===== src/rtl/sprite_pkg.sv =====
// Shared types and constants for the sprite scan/render sequencer.
package sprite_pkg;

    localparam int NUM_SLOTS    = 10;
    localparam int NUM_OAM      = 40;
    localparam int LINE_W       = 4;
    localparam int OBJ_Y_OFFSET = 16;
    localparam int OBJ_H_SHORT  = 8;
    localparam int OBJ_H_TALL   = 16;

    typedef struct packed {
        logic              valid;
        logic [5:0]        idx;
        logic [LINE_W-1:0] line;
        logic [7:0]        x;
    } slot_t;

    typedef enum logic [2:0] {
        IDLE   = 3'd0,
        SCAN_A = 3'd1,
        SCAN_B = 3'd2,
        RENDER = 3'd3,
        FETCH  = 3'd4
    } state_t;

    // OAM Y is stored offset by 16, so the row inside the sprite is ly + 16 - y (mod 512).
    function automatic logic [8:0] y_diff(input logic [7:0] ly, input logic [7:0] y);
        return {1'b0, ly} + 9'(OBJ_Y_OFFSET) - {1'b0, y};
    endfunction

endpackage


===== src/rtl/sprite_slot_match.sv =====
// Compares every valid slot X against the pixel counter; lowest slot number wins.
module sprite_slot_match
    import sprite_pkg::*;
(
    input  slot_t [NUM_SLOTS-1:0] slots,
    input  logic                  enable,
    input  logic [7:0]            pix_x,
    output logic                  hit,
    output logic [3:0]            hit_slot
);

    always_comb begin
        hit      = 1'b0;
        hit_slot = '0;
        // Walk downward so the last assignment is the lowest matching slot.
        for (int i = NUM_SLOTS - 1; i >= 0; i--) begin
            if (enable && slots[i].valid && (slots[i].x == pix_x)) begin
                hit      = 1'b1;
                hit_slot = 4'(i);
            end
        end
    end

endmodule


===== src/rtl/sprite_scan_ctrl.sv =====
// OAM scan allocates up to 10 sprites for the line; rendering fetches them as X matches.
module sprite_scan_ctrl
    import sprite_pkg::*;
(
    input  logic       clk,
    input  logic       nreset,
    input  logic       scan_start,
    input  logic [7:0] ly,
    input  logic       obj_tall,
    output logic [5:0] oam_idx,
    input  logic [7:0] oam_y,
    input  logic [7:0] oam_x,
    output logic       scanning,
    output logic       scan_done,
    output logic [3:0] slot_count,
    input  logic       render_en,
    input  logic [7:0] pix_x,
    output logic       stall,
    output logic       fetch_req,
    output logic [5:0] fetch_idx,
    output logic [3:0] fetch_line,
    input  logic       fetch_ack,
    output logic [2:0] dbg_state
);

    state_t                state_q, state_d;
    logic [5:0]            idx_q, idx_d;
    slot_t [NUM_SLOTS-1:0] slots_q, slots_d;
    logic [3:0]            slot_count_q, slot_count_d;
    logic                  scan_done_q, scan_done_d;
    logic                  fetch_req_q, fetch_req_d;
    logic [5:0]            fetch_idx_q, fetch_idx_d;
    logic [3:0]            fetch_line_q, fetch_line_d;
    logic [3:0]            fetch_slot_q, fetch_slot_d;

    logic                  match_hit;
    logic [3:0]            match_slot;
    logic [8:0]            diff;
    logic                  y_hit;

    sprite_slot_match u_match (
        .slots    (slots_q),
        .enable   (render_en && (state_q == RENDER)),
        .pix_x    (pix_x),
        .hit      (match_hit),
        .hit_slot (match_slot)
    );

    assign diff  = y_diff(ly, oam_y);
    assign y_hit = diff < (obj_tall ? 9'(OBJ_H_TALL) : 9'(OBJ_H_SHORT));

    always_comb begin
        state_d      = state_q;
        idx_d        = idx_q;
        slots_d      = slots_q;
        slot_count_d = slot_count_q;
        scan_done_d  = 1'b0;
        fetch_req_d  = fetch_req_q;
        fetch_idx_d  = fetch_idx_q;
        fetch_line_d = fetch_line_q;
        fetch_slot_d = fetch_slot_q;

        if (scan_start) begin
            state_d      = SCAN_A;
            idx_d        = '0;
            slot_count_d = '0;
            fetch_req_d  = 1'b0;
            for (int i = 0; i < NUM_SLOTS; i++) begin
                slots_d[i].valid = 1'b0;
            end
        end else begin
            case (state_q)
                SCAN_A: state_d = SCAN_B;
                SCAN_B: begin
                    // Entries past a full store are still walked so scan length never varies.
                    if (y_hit && (slot_count_q < 4'(NUM_SLOTS))) begin
                        for (int i = 0; i < NUM_SLOTS; i++) begin
                            if (4'(i) == slot_count_q) begin
                                slots_d[i].valid = 1'b1;
                                slots_d[i].idx   = idx_q;
                                slots_d[i].line  = diff[3:0];
                                slots_d[i].x     = oam_x;
                            end
                        end
                        slot_count_d = slot_count_q + 4'd1;
                    end
                    if (idx_q == 6'(NUM_OAM - 1)) begin
                        state_d     = RENDER;
                        scan_done_d = 1'b1;
                    end else begin
                        idx_d   = idx_q + 6'd1;
                        state_d = SCAN_A;
                    end
                end
                RENDER: begin
                    if (match_hit) begin
                        for (int i = 0; i < NUM_SLOTS; i++) begin
                            if (4'(i) == match_slot) begin
                                fetch_idx_d  = slots_q[i].idx;
                                fetch_line_d = slots_q[i].line;
                            end
                        end
                        fetch_slot_d = match_slot;
                        fetch_req_d  = 1'b1;
                        state_d      = FETCH;
                    end
                end
                FETCH: begin
                    if (fetch_ack) begin
                        for (int i = 0; i < NUM_SLOTS; i++) begin
                            if (4'(i) == fetch_slot_q) begin
                                slots_d[i].valid = 1'b0;
                            end
                        end
                        fetch_req_d = 1'b0;
                        state_d     = RENDER;
                    end
                end
                default: state_d = state_q;
            endcase
        end
    end

    always_ff @(posedge clk or negedge nreset) begin
        if (!nreset) begin
            state_q      <= IDLE;
            idx_q        <= '0;
            slots_q      <= '0;
            slot_count_q <= '0;
            scan_done_q  <= 1'b0;
            fetch_req_q  <= 1'b0;
            fetch_idx_q  <= '0;
            fetch_line_q <= '0;
            fetch_slot_q <= '0;
        end else begin
            state_q      <= state_d;
            idx_q        <= idx_d;
            slots_q      <= slots_d;
            slot_count_q <= slot_count_d;
            scan_done_q  <= scan_done_d;
            fetch_req_q  <= fetch_req_d;
            fetch_idx_q  <= fetch_idx_d;
            fetch_line_q <= fetch_line_d;
            fetch_slot_q <= fetch_slot_d;
        end
    end

    assign oam_idx    = idx_q;
    assign scanning   = (state_q == SCAN_A) || (state_q == SCAN_B);
    assign scan_done  = scan_done_q;
    assign slot_count = slot_count_q;
    assign fetch_req  = fetch_req_q;
    assign fetch_idx  = fetch_idx_q;
    assign fetch_line = fetch_line_q;
    // Holds the pixel counter from the match cycle until the fetch is acknowledged.
    assign stall      = fetch_req_q | match_hit;
    assign dbg_state  = state_q;

endmodule

===== config.mk =====
export PLATFORM = sky130hd
export DESIGN_NAME = sprite_scan_ctrl
export DESIGN_NICKNAME = d
export VERILOG_FILES = /design/src/rtl/sprite_pkg.sv /design/src/rtl/sprite_slot_match.sv /design/src/rtl/sprite_scan_ctrl.sv
export SDC_FILE = /design/constraint.sdc
export NUM_CORES = 1
export LEC_CHECK = 0
export CAP_MARGIN = 20
export CORE_ASPECT_RATIO = 0.75
export CORE_MARGIN = 4
export CORE_UTILIZATION = 65
export DETAILED_ROUTE_END_ITERATION = 6
export PLACE_DENSITY = 0.92
export RECOVER_POWER = 25
export SKIP_CTS_REPAIR_TIMING = 1
export SLEW_MARGIN = 20
export SYNTH_ARGS = -nofsm -noshare
export SYNTH_HDL_FRONTEND = slang
export SYNTH_SLANG_ARGS = --single-unit

===== constraint.sdc =====
create_clock -name clk -period 6.1 [get_ports clk]
set_clock_uncertainty 0.05 [all_clocks]
set_input_delay 0.915 -clock clk [delete_from_list [all_inputs] [get_ports clk]]
set_output_delay 0.915 -clock clk [all_outputs]
set_load 0.005 [all_outputs]

==> impl_metrics.toml, run 1 <==
[yosys]
yosys.area_share.simple = 0.1327
yosys.area_share.xor_xnor = 0.07100
synth_compound_area_frac = 0.09398
ys.flop_type = "dfrtp_1"
muxShareOfSynthArea = 0.1669
synth.distinct_cells = 74
synthAdderAreaFrac = 0.02438
syn_nets = 1138
synth_edf_count = 0
synth_top_family_by_area = "multiplexers"
yosys_register_bits = 219
yosysWarnings = 0
synth-seq-area-share = 0.4726
async_flop_share = 1.000
netlist_area_mm2 = 0.01160
synthCells = 1078
syn_avg_cell_area_um2 = 10.76

[clock_tree]
clock_latency_ns = 0.51
ctsRootBufferMaster = "clkbuf_16"
cts.sink_count = 219
numCtsBuffers = 21
clockBufferDepth = 3
clkSlewWorstSetupHoldPaths_ns = 0.06
htree_levels = 1
cts_tree = "done"

[pwr]
irDropWorstVdd_mv = 0.1711
power_uw = 3058
power_density_mw_per_mm2 = 234.7
p_leak_uw = 0.006010

[hold_path]
hold_class = "reg -> reg"

[route]
wl_per_cell_um = 24.01
drt_iter0_markers = 1151
viasPerCell = 6.734
finalWirelength_um = 32920
vias = 9232
detail-route-antenna-nets = 0
drt_first_pass_iters = 6
drc = 0

[grt]
grt_pass1_vias = 9288
grt_overflow = 0
grt_usage = 0.3370
antenna_found_initial = 0
grt_pass1_wl_um = 52160
grt_start_max_net_pins = 105

[die]
num_rows = 41
die_x_um = 162.2
initial_core_util = 0.6768
io_pins = 65
dieArea_mm2 = 0.02006
core_mm2 = 0.01713
die_h_um = 123.7

[finish]
final_cell_mix = "dfrtp_1, mux2_2, nand2_1"
final_common_cell = "dfrtp_1"
fill_cells = 1103
nNetsFinal = 1182
drive_above_1_share = 0.2106
diodes = 0
area_growth_pct = 12.37

[setup_path]
cp.required_ns = 5.13
worstSetupEndpointType = "output port"
critPathKind = "in -> out"
cp.arrival_ns = 4.15
cp_max_fo = 18
worst_setup_path_start_kind = "primary input"

[timing]
setup_viol = 0
maxSlewHeadroom = -1.963
timing.final.crit_share = 0.8382
fin_crit_ns = 5.113
slew_violations = 105
tightest_slew_ns = 4.445
hold_viol_final = 0
fmax_ghz = 0.1956
rsz0062_at_grt = "no"
finalSetupTns_ns = 0

[run]
maxCapViolations = 1

[status]
status = "finished with violations"
failed_checks = "max-capacitance violations, max-slew violations"

[placement]
hpwlAfterDp_um = 22670
place_congestion = 1.094
portBuffers = 64
==> cell type report <==
class                   instances  area [um2]  area share
multi-input cells             765        5670      0.4352
well taps                     236       295.3     0.02266
clock buffers                  33       630.6     0.04840
clock inverters                 3       43.79    0.003361
inverters                      31       116.4    0.008930
repair buffers                 84       793.3     0.06088
flip-flops and latches        219        5480      0.4206
==> layer usage <==
metal,share of wire,up-vias,track usage
li1,-,3910,-
met1,0.41,4547,0.4697
met2,0.42,670,0.4956
met3,0.14,105,0.1274
met4,0.029,0,0.1046
met5,0,-,0
==> cells by family after synthesis <==
kind of cell | count (synthesis)
compound gates | 171
xor+xnor | 94
fa+ha+maj | 22
buf+inv | 94
flops | 219
mux | 173
simple gates | 305
==> registers in the layout, summed over array words and instances, names as in the netlist <==
name,cells
fetch_slot_q,4
scan_done,1
fetch_req,1
fetch_line,4
slots_q,190
dbg_state,3
oam_idx,6
slot_count,4
fetch_idx,6
==> worst max-delay path, cell delays in order <==
cell and delay [ns]:
clkdlybuf4s50_1 0.91, xnor2_1 0.24, nand4_1 0.18, nor4_4 0.06, buf_4 0.21, nor4b_4 0.47
nand3_2 0.28, or2_2 0.38, clkdlybuf4s50_1 0.48
==> stage by stage <==
| stage | std cells | worst slack [ns] | area, um2 | hold slack [ns] | util |
|---|---|---|---|---|---|
| floorplan | 1078 | 2.053 | 11600 | 0.3918 | - |
| global placement | 1335 | 1.147 | 12360 | 0.4083 | 0.7213 |
| detailed placement | 1335 | 1.110 | 12360 | 0.4209 | 0.7213 |
| CTS | 1371 | 1.062 | 13030 | 0.4374 | 0.7606 |
| global route | 1371 | 0.4192 | 13030 | 0.4664 | 0.7605 |
| finish | 1371 | 0.9869 | 13030 | 0.4470 | 0.7605 |
==> final timing paths <==
| check | cells after the start | start | endpoint | slack [ns] |
|---|---|---|---|---|
| max in group asynchronous | 2 | nreset | slots_q[140]$_DFFE_PN0P_ | 1.33 |
| hold / removal | 2 | slots_q[182]$_DFFE_PN0P_ | slots_q[182]$_DFFE_PN0P_ | 0.45 |
| min in group asynchronous | 1 | nreset | slots_q[154]$_DFFE_PN0P_ | 2.08 |
| hold reg to reg | 2 | slots_q[182]$_DFFE_PN0P_ | slots_q[182]$_DFFE_PN0P_ | 0.45 |
| setup / recovery | 9 | pix_x[5] | stall | 0.99 |
| setup reg to reg | 9 | dbg_state[0]$_DFFE_PN0P_ | fetch_idx[0]$_DFFE_PN0P_ | 1.81 |
==> where the power goes <==
group          total [uW]  switching (uW)  internal, uW
registers            1480            19.4          1470
clock network        1300             554           751
logic                 269             166           103
total                3060             739          2320
==> synthesized netlist by cell type, types with 6 or more instances <==
library cell,n,area share
o21ai_1,6,0.0026
mux2i_1,10,0.0086
xor2_1,6,0.0045
dfrtp_1,219,0.47
nand4_1,26,0.014
and3_1,7,0.0038
nor2_1,40,0.013
and2_1,6,0.0032
a21oi_1,28,0.012
xnor2_1,88,0.066
inv_1,30,0.0097
nor4_1,15,0.0081
nand2_1,125,0.040
o31ai_1,6,0.0039
nand3_1,31,0.013
ha_1,21,0.023
mux2_2,163,0.16
buf_4,8,0.0052
buf_1,15,0.0049
buf_2,11,0.0047
o22ai_1,13,0.0070
o21ai_0,60,0.026
clkbuf_1,23,0.0074
nor3_1,17,0.0073
Note: power is estimated with default switching activity, not from simulation.
==> run 2: changes to the inputs <==
--- a/config.mk
+++ b/config.mk
@@ -8,9 +8,9 @@
 export CAP_MARGIN = 20
 export CORE_ASPECT_RATIO = 0.75
 export CORE_MARGIN = 4
-export CORE_UTILIZATION = 65
+export CORE_UTILIZATION = 55
 export DETAILED_ROUTE_END_ITERATION = 6
-export PLACE_DENSITY = 0.92
+export PLACE_DENSITY = 0.83
 export RECOVER_POWER = 25
 export SKIP_CTS_REPAIR_TIMING = 1
 export SLEW_MARGIN = 20
==> constraint.sdc (replaced) <==
create_clock -name clk -period 4.3 [get_ports clk]
set_clock_uncertainty 0.05 [all_clocks]
set_input_delay 0.645 -clock clk [delete_from_list [all_inputs] [get_ports clk]]
set_output_delay 0.645 -clock clk [all_outputs]
set_load 0.005 [all_outputs]
==> run 2 against run 1 <==
Effect of this change:
- the run still ends with max-capacitance violations, max-slew violations left
- register-to-register slack worse by 0.94 ns
- critical path depth stayed put
- cell area is 4.6% higher
- first-iteration DRC count is 15% lower
- combinational power is 54% higher
- sequential share of layout area is 1.8 points lower
- setup slack worse by 0.93 ns
- worst hold slack worse by 0.023 ns
- die area is 17% higher
- critical endpoint unchanged
==> impl_metrics.toml, run 2 (same netlist as run 1, synthesis figures left out) <==
[clock_tree]
clkSlewWorstSetupHoldPaths_ns = 0.06
cts_tree = "done"
cts.sink_count = 219
clock_latency_ns = 0.52
clockBufferDepth = 3
htree_levels = 1
ctsRootBufferMaster = "clkbuf_16"
numCtsBuffers = 23

[setup_path]
cp_slowest_cell = "clkdlybuf4s50_1"
cp.arrival_ns = 3.54
cp_max_fo = 7
worst_setup_path_start_kind = "primary input"
cp.required_ns = 3.61
worstSetupEndpointType = "output port"
cpPeakStageDelay_ns = 0.72
rr_worst_depth = 11
worst-path-buf-inv = 3
crit_family = "buffers and inverters"
cp_cell_sequence = "clkdlybuf4s50_1, buf_4, xnor2_1, nand4_1, nor4_1, nor2_1, nand3_2, or2_2, clkdlybuf4s50_1"
worstSetupStartpoint = "pix_x[1]"
r2r_slack_ns = 0.87
critPathKind = "in -> out"
timing.rr.end = "fetch_line[3]$_DFFE_PN0P_"
timing.rr.start = "dbg_state[1]$_DFFE_PN0P_"
crit_top_cell = "clkdlybuf4s50_1"

[timing]
timing.final.crit_share = 0.9858
fin_crit_ns = 4.239
slew_violations = 121
fmax_ghz = 0.2359
hold_viol_final = 0
tightest_slew_ns = 3.039
maxSlewHeadroom = -1.026
setup_viol = 0
rsz0062_at_grt = "no"

[die]
dieArea_mm2 = 0.02350
core_mm2 = 0.02049
initial_core_util = 0.5658
io_pins = 65
num_rows = 45
die_h_um = 133.8
die_x_um = 175.7

[status]
status = "finished with violations"
failed_checks = "max-capacitance violations, max-slew violations"

[pwr]
power_density_mw_per_mm2 = 321.6
p_leak_uw = 0.006324
irDropWorstVdd_mv = 0.2271
power_frac_seq = 0.480
swShare = 0.2454
intPower_uw = 3307
pwr-share-clk = 0.426
comb_power_share = 0.095
p_switching_uw = 1075

[run]
maxCapViolations = 1

[route]
vias = 9032
drt_first_pass_iters = 5
drc = 0
wl_per_cell_um = 21.60
detail-route-antenna-nets = 0
viasPerCell = 6.157
drt_iter0_markers = 983
finalWirelength_um = 31690

[finish]
drive_above_1_share = 0.2439
area_growth_pct = 17.51
fill_cells = 1548
diodes = 0
final_cells = 1467
largest_reg_flops = 190
final_cell_mix = "dfrtp_1, mux2_2, nand2_1"
stdcell_area_mm2 = 0.01363
largest_register = "slots_q"
final_common_cell = "dfrtp_1"
nNetsFinal = 1228

[grt]
grt_start_max_net_pins = 122
grt_overflow = 0
antenna_found_initial = 0
grt_usage = 0.2710
grt_pass1_wl_um = 50600
grt_pass1_vias = 9142

[hold_path]
min_path_cells = 2
whs_endpoint = "slots_q[84]$_DFFE_PN0P_"
hold_class = "reg -> reg"
hp-start = "slots_q[84]$_DFFE_PN0P_"

[placement]
place_congestion = 0.8827
dpl_cell_area_mm2 = 0.01292
dp_cells = 1425
portBuffers = 64
hpwlAfterDp_um = 22170
-- run 2: layout make-up --
cell class | count | area [um2] | share of cell area
clock buffer | 34 | 656.9 | 0.04821
multi-input combinational | 765 | 5679 | 0.4168
inverter | 31 | 116.4 | 0.008539
sequential | 219 | 5480 | 0.4022
tap | 282 | 352.8 | 0.02589
clock inverter | 8 | 50.05 | 0.003673
timing repair buffer | 128 | 1291 | 0.09476
-- run 2: worst max-delay path by stage --
stage | to | slack (ns) | cells past startpoint
floorplan | slots_q[121]$_DFFE_PN0P_ | 0.52 | 14
global placement | slots_q[52]$_DFFE_PN0P_ | -0.1 | 15
detailed placement | slots_q[48]$_DFFE_PN0P_ | -0.21 | 15
CTS | stall | 0.15 | 8
global route | stall | 0.02 | 9
finish | stall | 0.06 | 9
-- run 2: per-stage QoR --
| step | util | TNS, ns | hold WS, ns | setup WS (ns) | power, uW |
|---|---|---|---|---|---|
| finish | 0.6649 | 0 | 0.4240 | 0.06093 | 4382 |
| global route | 0.6649 | 0 | 0.4615 | 0.01996 | 4540 |
| CTS | 0.6650 | 0 | 0.1945 | 0.1535 | 4400 |
| detailed placement | 0.6305 | -23.72 | 0.4166 | -0.2116 | 2547 |
| global placement | 0.6305 | -5.040 | 0.4058 | -0.09617 | 2534 |
| floorplan | - | 0 | 0.2994 | 0.5230 | 2353 |
-- run 2: power groups by stage --
| stage | registers, uW | logic [uW] | clock network [uW] |
|---|---|---|---|
| 4_1_cts | 2100 | 412 | 1890 |
| 3_3_place_gp | 2140 | 398 | 0 |
| 3_5_place_dp | 2140 | 409 | 0 |
| 2_1_floorplan | 2130 | 225 | 0 |
| 6_report | 2100 | 414 | 1870 |
| 5_1_grt | 2100 | 453 | 1990 |
-- run 2: per-layer routing --
metal	part of all wire	routed length, um	GRT usage	vias up
li1	-	-	-	3999
met1	0.44	13960	0.3990	4520
met2	0.44	13910	0.4095	450
met3	0.098	3115	0.06128	63
met4	0.022	703	0.06883	0
met5	0	0	0	-
-- run 2: tightest hold or removal path, stage by stage, from the launching register on --
cell and delay [ns]:
dfrtp_1 0.34, nand2_1 0.04, o21ai_0 0.06
